==> src/rtl/reorder_queue.sv <==
// WIDTH-way in-order-retire reorder buffer with out-of-order writeback and branch squash by tag.
// Define REORDER_QUEUE_STORE_SERIAL_EN to limit retirement to one store per cycle.
module reorder_queue #(
    parameter int unsigned WIDTH     = 2,
    parameter int unsigned DEPTH     = 16,
    parameter int unsigned DEPTH_LOG = 4,
    parameter int unsigned DATA_W    = 32
) (
    input  logic                              clk,
    input  logic                              reset,
    input  logic [WIDTH-1:0]                  alloc_valid,
    input  logic [WIDTH-1:0][4:0]             alloc_rd,
    input  logic [WIDTH-1:0]                  alloc_store,
    output logic                              alloc_ready,
    output logic [WIDTH-1:0][DEPTH_LOG:0]     alloc_tag,
    input  logic [WIDTH-1:0]                  wb_valid,
    input  logic [WIDTH-1:0][DEPTH_LOG:0]     wb_tag,
    input  logic [WIDTH-1:0][DATA_W-1:0]      wb_data,
    input  logic                              flush_valid,
    input  logic [DEPTH_LOG:0]                flush_tag,
    output logic [WIDTH-1:0]                  cm_valid,
    output logic [WIDTH-1:0][4:0]             cm_rd,
    output logic [WIDTH-1:0][DATA_W-1:0]      cm_data,
    output logic [WIDTH-1:0]                  cm_store,
    output logic [WIDTH-1:0][DEPTH_LOG:0]     cm_tag,
    output logic [DEPTH_LOG:0]                count
);

    localparam int unsigned TW = DEPTH_LOG + 1;

    logic [DEPTH-1:0]        valid_q;
    logic [DEPTH-1:0]        done_q;
    logic [DEPTH-1:0]        store_q;
    logic [4:0]              rd_q   [DEPTH];
    logic [DATA_W-1:0]       data_q [DEPTH];
    logic [TW-1:0]           head_q;
    logic [TW-1:0]           tail_q;

    logic [TW-1:0]           n_alloc;
    logic [TW-1:0]           n_commit;
    logic [TW-1:0]           fdist;
    logic [DEPTH_LOG-1:0]    age_c [DEPTH];
    logic [DEPTH-1:0]        kill;
    logic [DEPTH_LOG-1:0]    cidx;
    logic                    chain;
    logic                    elig;
`ifdef REORDER_QUEUE_STORE_SERIAL_EN
    logic                    store_seen;
`endif

    // Occupancy, allocation tags and dispatch back-pressure
    always_comb begin
        count   = tail_q - head_q;
        n_alloc = '0;
        for (int i = 0; i < WIDTH; i++) begin
            alloc_tag[i] = tail_q + TW'(i);
            n_alloc      = n_alloc + TW'(alloc_valid[i]);
        end
        alloc_ready = !flush_valid && (count <= TW'(DEPTH - WIDTH));
    end

    // Squash mask: entries whose age from head exceeds the branch's age
    always_comb begin
        fdist = flush_tag - head_q;
        kill  = '0;
        for (int e = 0; e < DEPTH; e++) begin
            age_c[e] = DEPTH_LOG'(e) - head_q[DEPTH_LOG-1:0];
            kill[e]  = flush_valid && ({1'b0, age_c[e]} > fdist);
        end
    end

    // Commit group: leading run of valid+done entries from head
    always_comb begin
        chain    = 1'b1;
        elig     = 1'b0;
        cidx     = '0;
        n_commit = '0;
        cm_valid = '0;
        cm_rd    = '0;
        cm_data  = '0;
        cm_store = '0;
        cm_tag   = '0;
`ifdef REORDER_QUEUE_STORE_SERIAL_EN
        store_seen = 1'b0;
`endif
        for (int i = 0; i < WIDTH; i++) begin
            cm_tag[i]   = head_q + TW'(i);
            cidx        = cm_tag[i][DEPTH_LOG-1:0];
            cm_rd[i]    = rd_q[cidx];
            cm_data[i]  = data_q[cidx];
            cm_store[i] = store_q[cidx];
            // Never retire past a branch that is being squashed this cycle
            elig = valid_q[cidx] && done_q[cidx] && !(flush_valid && (TW'(i) > fdist));
`ifdef REORDER_QUEUE_STORE_SERIAL_EN
            elig = elig && !(store_q[cidx] && store_seen);
`endif
            chain       = chain && elig;
            cm_valid[i] = chain;
            n_commit    = n_commit + TW'(chain);
`ifdef REORDER_QUEUE_STORE_SERIAL_EN
            store_seen = store_seen || (chain && store_q[cidx]);
`endif
        end
    end

    // Entry state: later updates in this block take priority (commit/squash clear last)
    always_ff @(posedge clk) begin
        if (!reset) begin
            head_q  <= '0;
            tail_q  <= '0;
            valid_q <= '0;
            done_q  <= '0;
            store_q <= '0;
        end else begin
            if (alloc_ready) begin
                for (int i = 0; i < WIDTH; i++) begin
                    if (alloc_valid[i]) begin
                        valid_q[alloc_tag[i][DEPTH_LOG-1:0]] <= 1'b1;
                        done_q[alloc_tag[i][DEPTH_LOG-1:0]]  <= 1'b0;
                        store_q[alloc_tag[i][DEPTH_LOG-1:0]] <= alloc_store[i];
                        rd_q[alloc_tag[i][DEPTH_LOG-1:0]]    <= alloc_rd[i];
                    end
                end
            end
            for (int i = 0; i < WIDTH; i++) begin
                if (wb_valid[i] && valid_q[wb_tag[i][DEPTH_LOG-1:0]]) begin
                    done_q[wb_tag[i][DEPTH_LOG-1:0]] <= 1'b1;
                    data_q[wb_tag[i][DEPTH_LOG-1:0]] <= wb_data[i];
                end
            end
            for (int i = 0; i < WIDTH; i++) begin
                if (cm_valid[i]) begin
                    valid_q[cm_tag[i][DEPTH_LOG-1:0]] <= 1'b0;
                    done_q[cm_tag[i][DEPTH_LOG-1:0]]  <= 1'b0;
                end
            end
            for (int e = 0; e < DEPTH; e++) begin
                if (kill[e]) begin
                    valid_q[e] <= 1'b0;
                    done_q[e]  <= 1'b0;
                end
            end
            if (flush_valid) begin
                tail_q <= flush_tag + TW'(1);
            end else if (alloc_ready) begin
                tail_q <= tail_q + n_alloc;
            end
            head_q <= head_q + n_commit;
        end
    end

endmodule

==> config.mk <==
export PLATFORM = sky130hd
export DESIGN_NAME = reorder_queue
export DESIGN_NICKNAME = d
export VERILOG_FILES = /design/src/rtl/reorder_queue.sv
export SDC_FILE = /design/constraint.sdc
export NUM_CORES = 1
export LEC_CHECK = 0
export CORE_MARGIN = 2
export CORE_UTILIZATION = 65
export CTS_CLUSTER_SIZE = 14
export DETAILED_ROUTE_END_ITERATION = 6
export PLACE_DENSITY_LB_ADDON = 0.12
export SLEW_MARGIN = 5
export SYNTH_ARGS = -nofsm -noshare
export SYNTH_HDL_FRONTEND = slang
export SYNTH_SLANG_ARGS = --single-unit
export TNS_END_PERCENT = 10
==> constraint.sdc <==
create_clock -name clk -period 12.1 [get_ports clk]
set_input_delay 1.21 -clock clk [delete_from_list [all_inputs] [get_ports clk]]
set_output_delay 1.21 -clock clk [all_outputs]
set_load 0.01 [all_outputs]
### After elaboration in Yosys (flattened, before gate mapping)

Memories as Yosys holds them, arrays and structs flattened. A register that Yosys moved wholly into a read port is not among the register bits.
Cells that the tools add are included.

* register bits after elaboration: 58
* RAM bits: 592
* logic and storage cells: 234
* memories: 2

* add/sub/neg operators: 25
* magnitude comparators: 31
* muxes and demuxes: 74
* bitwise operators: 15
* reduce and logical (&&, ||, !) cells: 52

Memories
* data_q: words 16, bits a word 32, rd ports 2, clocked after memory_dff 1, wr ports 2, line 35 `logic [DATA_W-1:0] data_q [DEPTH];`
* rd_q: words 16, bits a word 5, rd ports 2, clocked after memory_dff 1, wr ports 2, line 34 `logic [4:0] rd_q [DEPTH];`

Operators by type and width (number)
* 2-to-1 mux 16 bit: 26
* bitwise AND 16 bit: 6
* greater-than comparator 4 x 5 -> 1 bit: 16
* NOT 16 bit: 4
* OR 16 bit: 4
* binary-select mux 1 bit (select 4 bit): 8
* bitwise mux 16 bit: 2
* logical AND 1 bit: 32
* OR reduction 2 bit: 16
* subtractor 4 bit, first input constant: 8
* less-than comparator 4 x 5 -> 1 bit, second input constant: 6
* 2-to-1 mux 1 bit: 28
* demux 1 bit (select 4 bit): 6
* >= comparator 4 x 1 -> 1 bit, second input constant: 6
* subtractor 3 x 4 -> 4 bit, first input constant: 4
* adder 5 x 1 -> 5 bit, second input constant: 3
* adder 5 x 2 -> 5 bit: 2
* greater-than comparator 1 x 5 -> 1 bit, first input constant: 2
* 2-to-1 mux 5 bit: 2
* subtractor 5 bit: 2
* 2-to-1 mux 4 bit: 2
* subtractor 1 x 4 -> 4 bit, first input constant: 2
* subtractor 2 x 4 -> 4 bit, first input constant: 2
* <= comparator 5 x 4 -> 1 bit, second input constant: 1
* other kinds (4): 7

### Logic depth before layout (Yosys ltp)

Gate-level depths: netlist (run 1).

* depth in word-level cells: 24
* gate-level depth with buffers: 17
* gate-level depth less buffers: 16

### Least setup slack after synthesis (run 1)

Ideal clock, no wire load.

* kind: register to output
* start point: register head_q[2]
* end point: output cm_valid[1]
* arrival time: 3675 ps
* required time: 10890 ps
* setup slack: 7215 ps
* cell stages (with the launch flop): 13
* cells stage by stage: dfxtp_1 -> clkbuf_1 -> clkinv_1 -> buf_1 -> ha_1 -> a21o_1 -> a31oi_1 -> xor2_1 -> and3_1 -> buf_2 -> nor2_1 -> o21a_1 -> buf_4

* cells in the longest elaborated chain, start to end: 6
* elaborated cells between the ends (all ways): 21

Ends and longest elaborated chain
* from (decl): line 36 `logic [TW-1:0] head_q;`
* from (signal assigned): line 148 `head_q <= head_q + n_commit;`
* adder 5 x 1 -> 5 bit / subtractor 5 bit (equally long branches): line 87, 64
* binary-select mux 1 bit (select 4 bit) / greater-than comparator 1 x 5 -> 1 bit (equally long branches): line 93 `elig = valid_q[cidx] && done_q[cidx] && !(flush_valid && (TW'(i) > fdist));`
* 2-to-1 mux 1 bit (implied by the code) / logical AND 1 bit (equally long branches): line 93
* logical AND 1 bit / zero test 1 bit (equally long branches): line 93
* logical AND 1 bit: line 93
* logical AND 1 bit (*): line 97 `chain = chain && elig;`
* to (decl): line 21 `output logic [WIDTH-1:0] cm_valid,`

Every way passes the cells marked *; elsewhere a longest branch is shown, timed or not. The select of a mux whose other input is x is not followed.

==> results.toml, run 1 <==
[status]
status = "finished with violations"
violations = "DRC"

[worst_setup_path]
cpMaxStageDelayCell = "buf_4"
cp-start-kind = "flop"
end_kind = "primary output"
arrival_ps = 5640
crit_type = "reg -> out"
critPathMaxFanout = 61
crit_path_max_incr_delay_ps = 930
rrSetupSlack_ps = 5900
required_ps = 10890
cp_common_cell = "buf_4"
crit_chain = "buf_4 -> buf_4 -> buf_4 -> mux4_2 -> mux4_2 -> clkdlybuf4s50_1"

[detailed_routing]
drt_wl_total_um = 117000
drt_iter0_drc = 3048
drcViolationCount = 11
antenna_left = 0
avgViaCountPerCell = 7.54
first_pass_iters = 7
wire_per_inst_um = 34.1
num_vias = 25832

[yosys]
synth_edf_count = 592
yosys_most_used_dff = "edfxtp_1"
syn-cell-area_um2 = 39900
synthArstFlopShare_pct = 0
ys_seq_elements = 650
ys_types = 60
synth_nets = 2695
yosysSeqAreaShare_pct = 47.4
synth_area_leaders = "edfxtp_1, mux4_2, mux2_2"
syn_area_per_cell_um2 = 15.8
synth_top_area_cell = "edfxtp_1"
yosysWarnings = 0
synth_top_area_share_pct = 44.5
synth_cells = 2531

[timing]
fmax_mhz = 146
hold_viol = 0
max_slew_margin_pct = 26.1
timing.setup.tns_ps = 0
slew_viol_final = 0
fin_crit_sh_pct = 56.6
fin_skew_ps = 20.9
rsz0062_at_grt = "false"
worst_slew_pin_slew_ps = 1110
fin_ws_ps = 5250
setup_viol = 0
min_period_ps = 6850

[cts]
cts_buffer_depth = 3
cts_sinks = 650
ctsResizeCount = 0
cts_hold_buf = 0
cts_buffers = 71
cts_root_buf = "clkbuf_16"
htreeDepth = 3
cts_tree = "yes"
clkTransAtPathRegs_ps = 60
clk_latency_ps = 620
cts_setup_buffers = 0

[flow_run]
cap_violations = 0

[global_route]
grt_pass1_vias = 26104
gr-usage-all-layers_pct = 37.2
grt_pass1_wl_um = 171000
grt_max_degree = 67
grt.overflow.total = 0
antenna_found_initial = 8

[floorplanning]
core_um2 = 60600
std_cell_rows = 90
initial_core_util_pct = 65.9
fp.dieH_um = 252
io_pins = 202
die_w_um = 252
die_area_um2 = 63400

[power]
vdd_drop_max_mv = 0.113
powerDensity_nw_per_um2 = 112
p_leak_uw = 0.0139

[placed_design]
gp_congestion = 0.969
dp_cells = 3293
dp_slack_ps = 5890
hpwl_um = 68000
numPortBuffers = 199

[layout]
drive_gt1_share_pct = 43.3
final_common_cell = "edfxtp_1"
mostFrequentLayoutCells = "edfxtp_1, mux2_2, mux4_2"
area.growth.synth_to_final_pct = 11.8
finalNetCount = 2748
layout.cells.non_filler = 3425

[worst_hold_path]
min_path_type = "reg -> reg"
## sequential cells by signal, summed over array words and instances (netlist names)
register	cells
data_q	512
valid_q	16
head_q	5
rd_q	80
done_q	16
tail_q	5
store_q	16
## cell type report
class	instances	area, µm²
Inverter	43	166
Sequential cell	650	18900
Fill cell	3695	16000
Clock inverter	39	343
Antenna cell	4	10.0
Multi-Input combinational cell	1563	19800
Tap cell	782	978
Clock buffer	89	1940
Timing Repair Buffer	255	2410
## worst paths after layout
path,endpoint,start,depth (start not counted)
worst max register to register,rd_q[2][3],head_q[3],10
worst min register to register,done_q[7],done_q[7],2
worst max-delay path,cm_data[62],head_q[0],6
worst min-delay path,done_q[7],done_q[7],2
## kinds of logic after synthesis
| family | after synthesis | synth area share [%] |
|---|---|---|
| and+or+nand+nor | 243 | 3.21 |
| muxes | 1008 | 39.5 |
| adders and majority gates | 66 | 2.14 |
| buffers and inverters | 318 | 3.29 |
| DFF | 650 | 47.4 |
| xor gates and xnor gates | 29 | 0.636 |
| AOI/OAI and AO/OA | 217 | 3.75 |
## layer usage
| layer | vias to the layer above | GRT usage (%) | wire (µm) |
|---|---|---|---|
| met5 | - | 0 | 45 |
| met4 | 8 | 12.9 | 4250 |
| met3 | 299 | 8.52 | 13600 |
| met2 | 1627 | 60.6 | 56900 |
| met1 | 13372 | 49.9 | 42000 |
| li1 | 10526 | - | - |
## per-stage QoR
| step | utilization (%) | hold WS, ps | instance area [µm²] | total power (µW) |
|---|---|---|---|---|
| 3_5_place_dp | 69.9 | 477 | 42300 | 2870 |
| 4_1_cts | 73.6 | 494 | 44600 | 5000 |
| 6_report | 73.7 | 492 | 44600 | 5000 |
| 5_1_grt | 73.7 | 513 | 44600 | 5120 |
| 3_3_place_gp | 69.9 | 480 | 42300 | 2850 |
| 2_1_floorplan | - | 462 | 39900 | 2740 |
## where the power goes
| part | total [µW] | leakage, µW | switching (µW) | internal [µW] |
|---|---|---|---|---|
| logic | 365 | 0.00704 | 200 | 165 |
| clock network | 2160 | 0.00111 | 903 | 1260 |
| registers | 2470 | 0.00579 | 11.1 | 2460 |
| total | 5000 | 0.0139 | 1110 | 3880 |
## critical path, delay by kind of cell, from the launching register on
| kind | cells | cell delay [ps] |
|---|---|---|
| buffers and inverters | 4 | 3020 |
| muxes | 2 | 1180 |
| DFF | 1 | 730 |
## synth_stat cells, types with 3 or more instances
| master | number |
|---|---|
| mux2_2 | 542 |
| inv_1 | 38 |
| a32oi_1 | 16 |
| nand3_1 | 29 |
| mux4_2 | 395 |
| o41ai_1 | 3 |
| nand4_1 | 14 |
| clkbuf_1 | 175 |
| xor2_1 | 12 |
| mux2_1 | 50 |
| and3_1 | 22 |
| and2_1 | 8 |
| a221oi_1 | 9 |
| o221ai_1 | 10 |
| o211ai_1 | 15 |
| a211oi_1 | 18 |
| nor3_1 | 23 |
| nand2b_1 | 6 |
| o22ai_1 | 13 |
| a21o_1 | 4 |
| a31o_2 | 5 |
| a311oi_1 | 16 |
| a21oi_1 | 49 |
| nor2b_1 | 15 |
| mux2i_1 | 21 |
| o21ai_0 | 24 |
| nor4_4 | 3 |
| buf_4 | 17 |
| fa_1 | 4 |
| buf_1 | 37 |
| xnor2_1 | 17 |
| buf_2 | 44 |
| nand2_1 | 50 |
| o21a_1 | 10 |
| a31oi_1 | 17 |
| dfxtp_1 | 58 |
| edfxtp_1 | 592 |
| inv_2 | 3 |
| nor2_1 | 59 |
| ha_1 | 62 |
(Power assumes the default switching activity.)
==> run 2: changes to the inputs <==
- CORE_UTILIZATION: 65 -> 56
- clock period: 12.1 -> 6 ns (I/O delays scaled with it)
==> run 2 against run 1 <==
Effect of this change: the run now ends clean; sequential cell count unchanged; combinational power increased by 100%; non-clock buffer count increased by 19; clock skew increased by 15 ps; sequential power increased by 100%; clock power increased by 110%; wire length increased by 3.7%; core utilization decreased by 9.4 points; critical path depth increased by 3; setup slack got worse by 4500 ps; die area increased by 16%; final cell count increased by 5.4%; critical path type unchanged; critical endpoint is now cm_valid[1]; largest power group unchanged.
==> results.toml, run 2 (synthesized netlist as in run 1, its figures left out) <==
[layout]
layout.cells.non_filler = 3610
post-route-util_pct = 64.3
final_common_cell = "edfxtp_1"
drive_gt1_share_pct = 43.7
finalNetCount = 2770
area.growth.synth_to_final_pct = 13.2
mostFrequentLayoutCells = "edfxtp_1, mux2_2, mux4_2"
largest_reg_flops = 512

[cts]
cts_buffers = 74
ctsResizeCount = 0
htreeDepth = 3
clk_latency_ps = 630
cts_root_buf = "clkbuf_16"
cts_sinks = 650
cts_setup_buffers = 0
cts_hold_buf = 0
clkTransAtPathRegs_ps = 60
cts_tree = "yes"
cts_buffer_depth = 3

[global_route]
grt.overflow.total = 0
grt_pass1_wl_um = 176000
grt_max_degree = 129
grt_pass1_vias = 26411
antenna_found_initial = 12
gr-usage-all-layers_pct = 32.9

[placed_design]
numPortBuffers = 199
hpwl_um = 74500
dp_cells = 3470
gp_congestion = 0.924

[power]
clkPwrFrac_pct = 44.2
powerDensity_nw_per_um2 = 227
power.switching_uw = 2290
swShare_pct = 22.3
power.internal_uw = 7980
p_seq_share_pct = 48.5
p_leak_uw = 0.0141
vdd_drop_max_mv = 0.193
combPwrFrac_pct = 7.2
p_total_uw = 10300

[timing]
max_slew_margin_pct = 19.5
rsz0062_at_grt = "false"
worst_slew_pin_slew_ps = 1210
hold_viol = 0
fin_crit_sh_pct = 88.1
fmax_mhz = 189
setup_viol = 0
min_period_ps = 5290
slew_viol_final = 0
fin_skew_ps = 35.6
holdWs_ps = 494
timing.setup.tns_ps = 0

[detailed_routing]
avgViaCountPerCell = 7.14
antenna_left = 0
first_pass_iters = 5
drt_wl_total_um = 121000
num_vias = 25778
wire_per_inst_um = 33.5
drcViolationCount = 0
drt_iter0_drc = 2956

[worst_hold_path]
min_from = "done_q[4]"
min_to = "done_q[4]"
min_path_type = "reg -> reg"
whs_path_depth = 2

[floorplanning]
die_area_um2 = 73400
fp.dieH_um = 271
std_cell_rows = 97
io_pins = 202
die_w_um = 271
initial_core_util_pct = 56.8
core_um2 = 70300

[status]
status = "finished clean"

[worst_setup_path]
critPathMaxFanout = 37
arrival_ps = 4690
crit_path_max_incr_delay_ps = 790
rrSetupSlack_ps = 1440
cpMaxStageDelayCell = "buf_4"
cp-start-kind = "flop"
reg2regPathDepth = 14
reg2reg_to = "head_q[4]"
crit_chain = "buf_4 -> nand3b_1 -> and2_1 -> inv_4 -> mux4_2 -> o31a_1 -> inv_1 -> o21a_1 -> clkdlybuf4s50_1"
crit_type = "reg -> out"
reg2reg_from = "head_q[3]"
required_ps = 5400
end_kind = "primary output"

[flow_run]
cap_violations = 0
run 2: through the flow:
step,worst slack (ps),instance area [µm²]
6_report,712,45200
5_1_grt,660,45200
4_1_cts,756,45100
3_5_place_dp,1240,42700
3_3_place_gp,1310,42700
2_1_floorplan,1610,39900
run 2: final cells by class:
class,count,area [µm²]
fill,4995,25100
tap,940,1180
sequential,650,18900
inverter,43,166
timing repair buffer,274,2620
clock buffer,99,2030
antenna,8,20.0
multi-input combinational,1563,19800
clock inverter,33,372
run 2: worst max-delay path by stage:
stage,from,end,slack (ps),cells after the start
6_report,head_q[3],cm_valid[1],710,9
5_1_grt,head_q[3],cm_valid[1],660,9
4_1_cts,head_q[3],cm_valid[1],760,9
3_5_place_dp,wb_tag[5],data_q[6][22],1240,8
3_3_place_gp,wb_tag[5],data_q[6][18],1310,8
2_1_floorplan,head_q[2],head_q[4],1610,17
run 2: routing by layer:
metal  wire (µm)  part of all wire (%)  up-vias  global-route usage, %
met2       59500                    49     1384                   53.6
met4        4020                   3.3       10                   11.4
met1       46300                    38    13521                   45.0
met3       11200                   9.2      261                   5.87
met5          65                 0.054        -                      0
li1            -                     -    10602                      -
run 2: power by group through the flow:
stage / Sequential [µW] / Combinational [µW] / Clock [µW]
after floorplan: 5070 / 462 / 0
after global placement: 5070 / 697 / 0
after detailed placement: 5080 / 724 / 0
after CTS: 4980 / 728 / 4580
after global routing: 4980 / 801 / 4760
final: 4980 / 743 / 4540
run 2: critical path: cells and delay by family (launching register included):
kind / cells / cell delay [ps]
buffers and inverters: 4 / 1850
DFF: 1 / 560
and+or+nand+nor: 2 / 720
muxes: 1 / 400
AOI/OAI and AO/OA: 2 / 520
==> run 3: changes to the inputs <==
- CORE_UTILIZATION: 56 -> 59
- DONT_BUFFER_PORTS: unset -> 1
==> run 3 against run 2 <==
Effect of this change: final area decreased by 5.2%; via count decreased by 4.2%; critical path depth is 4 lower; total power shrank 3.3%; highest routed layer unchanged.
==> results.toml, run 3 (synthesized netlist as in run 1, its figures left out) <==
[power]
p_leak_uw = 0.0132
powerDensity_nw_per_um2 = 232
vdd_drop_max_mv = 0.205

[cts]
cts_setup_buffers = 0
ctsResizeCount = 0
cts_buffer_depth = 3
cts_buffers = 74
htreeDepth = 3
clkTransAtPathRegs_ps = 60
cts_root_buf = "clkbuf_16"
cts_hold_buf = 0
cts_sinks = 650
cts_tree = "yes"
clk_latency_ps = 630

[detailed_routing]
drt_wl_total_um = 116000
first_pass_iters = 6
drcViolationCount = 0
drt_iter0_drc = 2800
antenna_left = 0
wire_per_inst_um = 35.2
num_vias = 24691
avgViaCountPerCell = 7.45

[timing]
max_slew_margin_pct = 20.3
fin_skew_ps = 23.8
worst_slew_pin_slew_ps = 1190
setup_viol = 0
fmax_mhz = 198
min_period_ps = 5050
timing.setup.tns_ps = 0
hold_viol = 0
fin_crit_sh_pct = 84.1
rsz0062_at_grt = "false"
slew_viol_final = 0

[worst_setup_path]
required_ps = 5400
reg2reg_to = "head_q[4]"
critPathMaxFanout = 65
cpMaxStageDelayCell = "buf_4"
crit_path_max_incr_delay_ps = 910
rrSetupSlack_ps = 1330
arrival_ps = 4450
crit_chain = "inv_2 -> ha_4 -> buf_4 -> mux4_2 -> mux4_2"
cp-start-kind = "flop"
reg2regPathDepth = 12
end_kind = "primary output"
crit_type = "reg -> out"
reg2reg_from = "head_q[1]"
cp_common_cell = "mux4_2"

[layout]
final_common_cell = "edfxtp_1"
mostFrequentLayoutCells = "edfxtp_1, mux2_2, mux4_2"
area.growth.synth_to_final_pct = 7.26
fillCellCount = 4832
num_antenna_cells = 0
post-route-util_pct = 63.9
finalNetCount = 2549
largest_reg_flops = 512
drive_gt1_share_pct = 47.1

[placed_design]
numPortBuffers = 0
hpwl_um = 70500
gp_congestion = 0.956

[global_route]
grt.overflow.total = 0
grt_pass1_vias = 25174
gr-usage-all-layers_pct = 33.5
antenna_found_initial = 1
grt_pass1_wl_um = 169000
grt_max_degree = 139

[floorplanning]
die_w_um = 264
die_area_um2 = 69700
fp.dieH_um = 264
std_cell_rows = 95
core_um2 = 67000
initial_core_util_pct = 59.5
io_pins = 202

[status]
status = "finished clean"

[worst_hold_path]
min_to = "head_q[1]"
min_from = "reset"
min_path_type = "in -> reg"
whs_path_depth = 1

[flow_run]
cap_violations = 0
[run 3: changes by cell type in the layout (fill, tap and decap cells not counted), moves of 2 or more]
cell / before / now
clkbuf_16: 78 / 76
buf_4: 70 / 51
bufinv_16: 7 / 5
inv_6: 0 / 2
clkbuf_1: 21 / 11
clkinv_2: 7 / 13
clkbuf_8: 0 / 4
diode_2: 8 / 0
buf_12: 5 / 2
clkdlybuf4s50_1: 199 / 0
[run 3: area by class of cell]
cell class	instances	area (µm²)	area share, %
repair buffers	53	423	0.988
inverters	43	166	0.389
multi-input cells	1563	19800	46.3
clock buffers	91	2000	4.67
clock inverters	40	349	0.815
flip-flops and latches	650	18900	44.3
well taps	873	1090	2.55
[run 3: report_power, final]
part	switching (µW)	internal, µW
clock	1840	2580
sequential	23.6	4960
combinational	260	255
total	2130	7790
[run 3: routing by layer]
metal | vias to the layer above | share of wire [%] | track usage [%]
met5 | - | 0.0086 | 0
met4 | 2 | 4.4 | 13.8
met1 | 12881 | 36 | 42.3
met3 | 309 | 10 | 9.77
met2 | 1369 | 49 | 54.4
li1 | 10130 | - | -
[run 3: worst max-delay path by stage]
stage                    from           to  slack [ps]
floorplan           head_q[2]    head_q[4]        1610
global placement    head_q[1]    head_q[4]        1330
detailed placement  head_q[1]    head_q[4]        1310
CTS                 head_q[1]  cm_data[61]         940
global route        head_q[0]  cm_data[51]         780
finish              head_q[1]  cm_data[51]         950
[run 3: critical path, delay by kind of cell (launching register included)]
family                     cells  cell delay [ps]
muxes                          2             1030
DFF                            1              600
buffers and inverters          2             1230
adders and majority gates      1              820
[run 3: stage by stage]
stage	total power [µW]	hold WS (ps)	std cells	worst slack (ps)	cell area (µm²)
after floorplan	5530	462	2531	1610	39900
after global placement	5560	485	3182	1330	40500
after detailed placement	5580	477	3182	1310	40500
after CTS	9960	114	3313	938	42800
after global routing	10200	143	3313	785	42800
final	9920	153	3313	955	42800
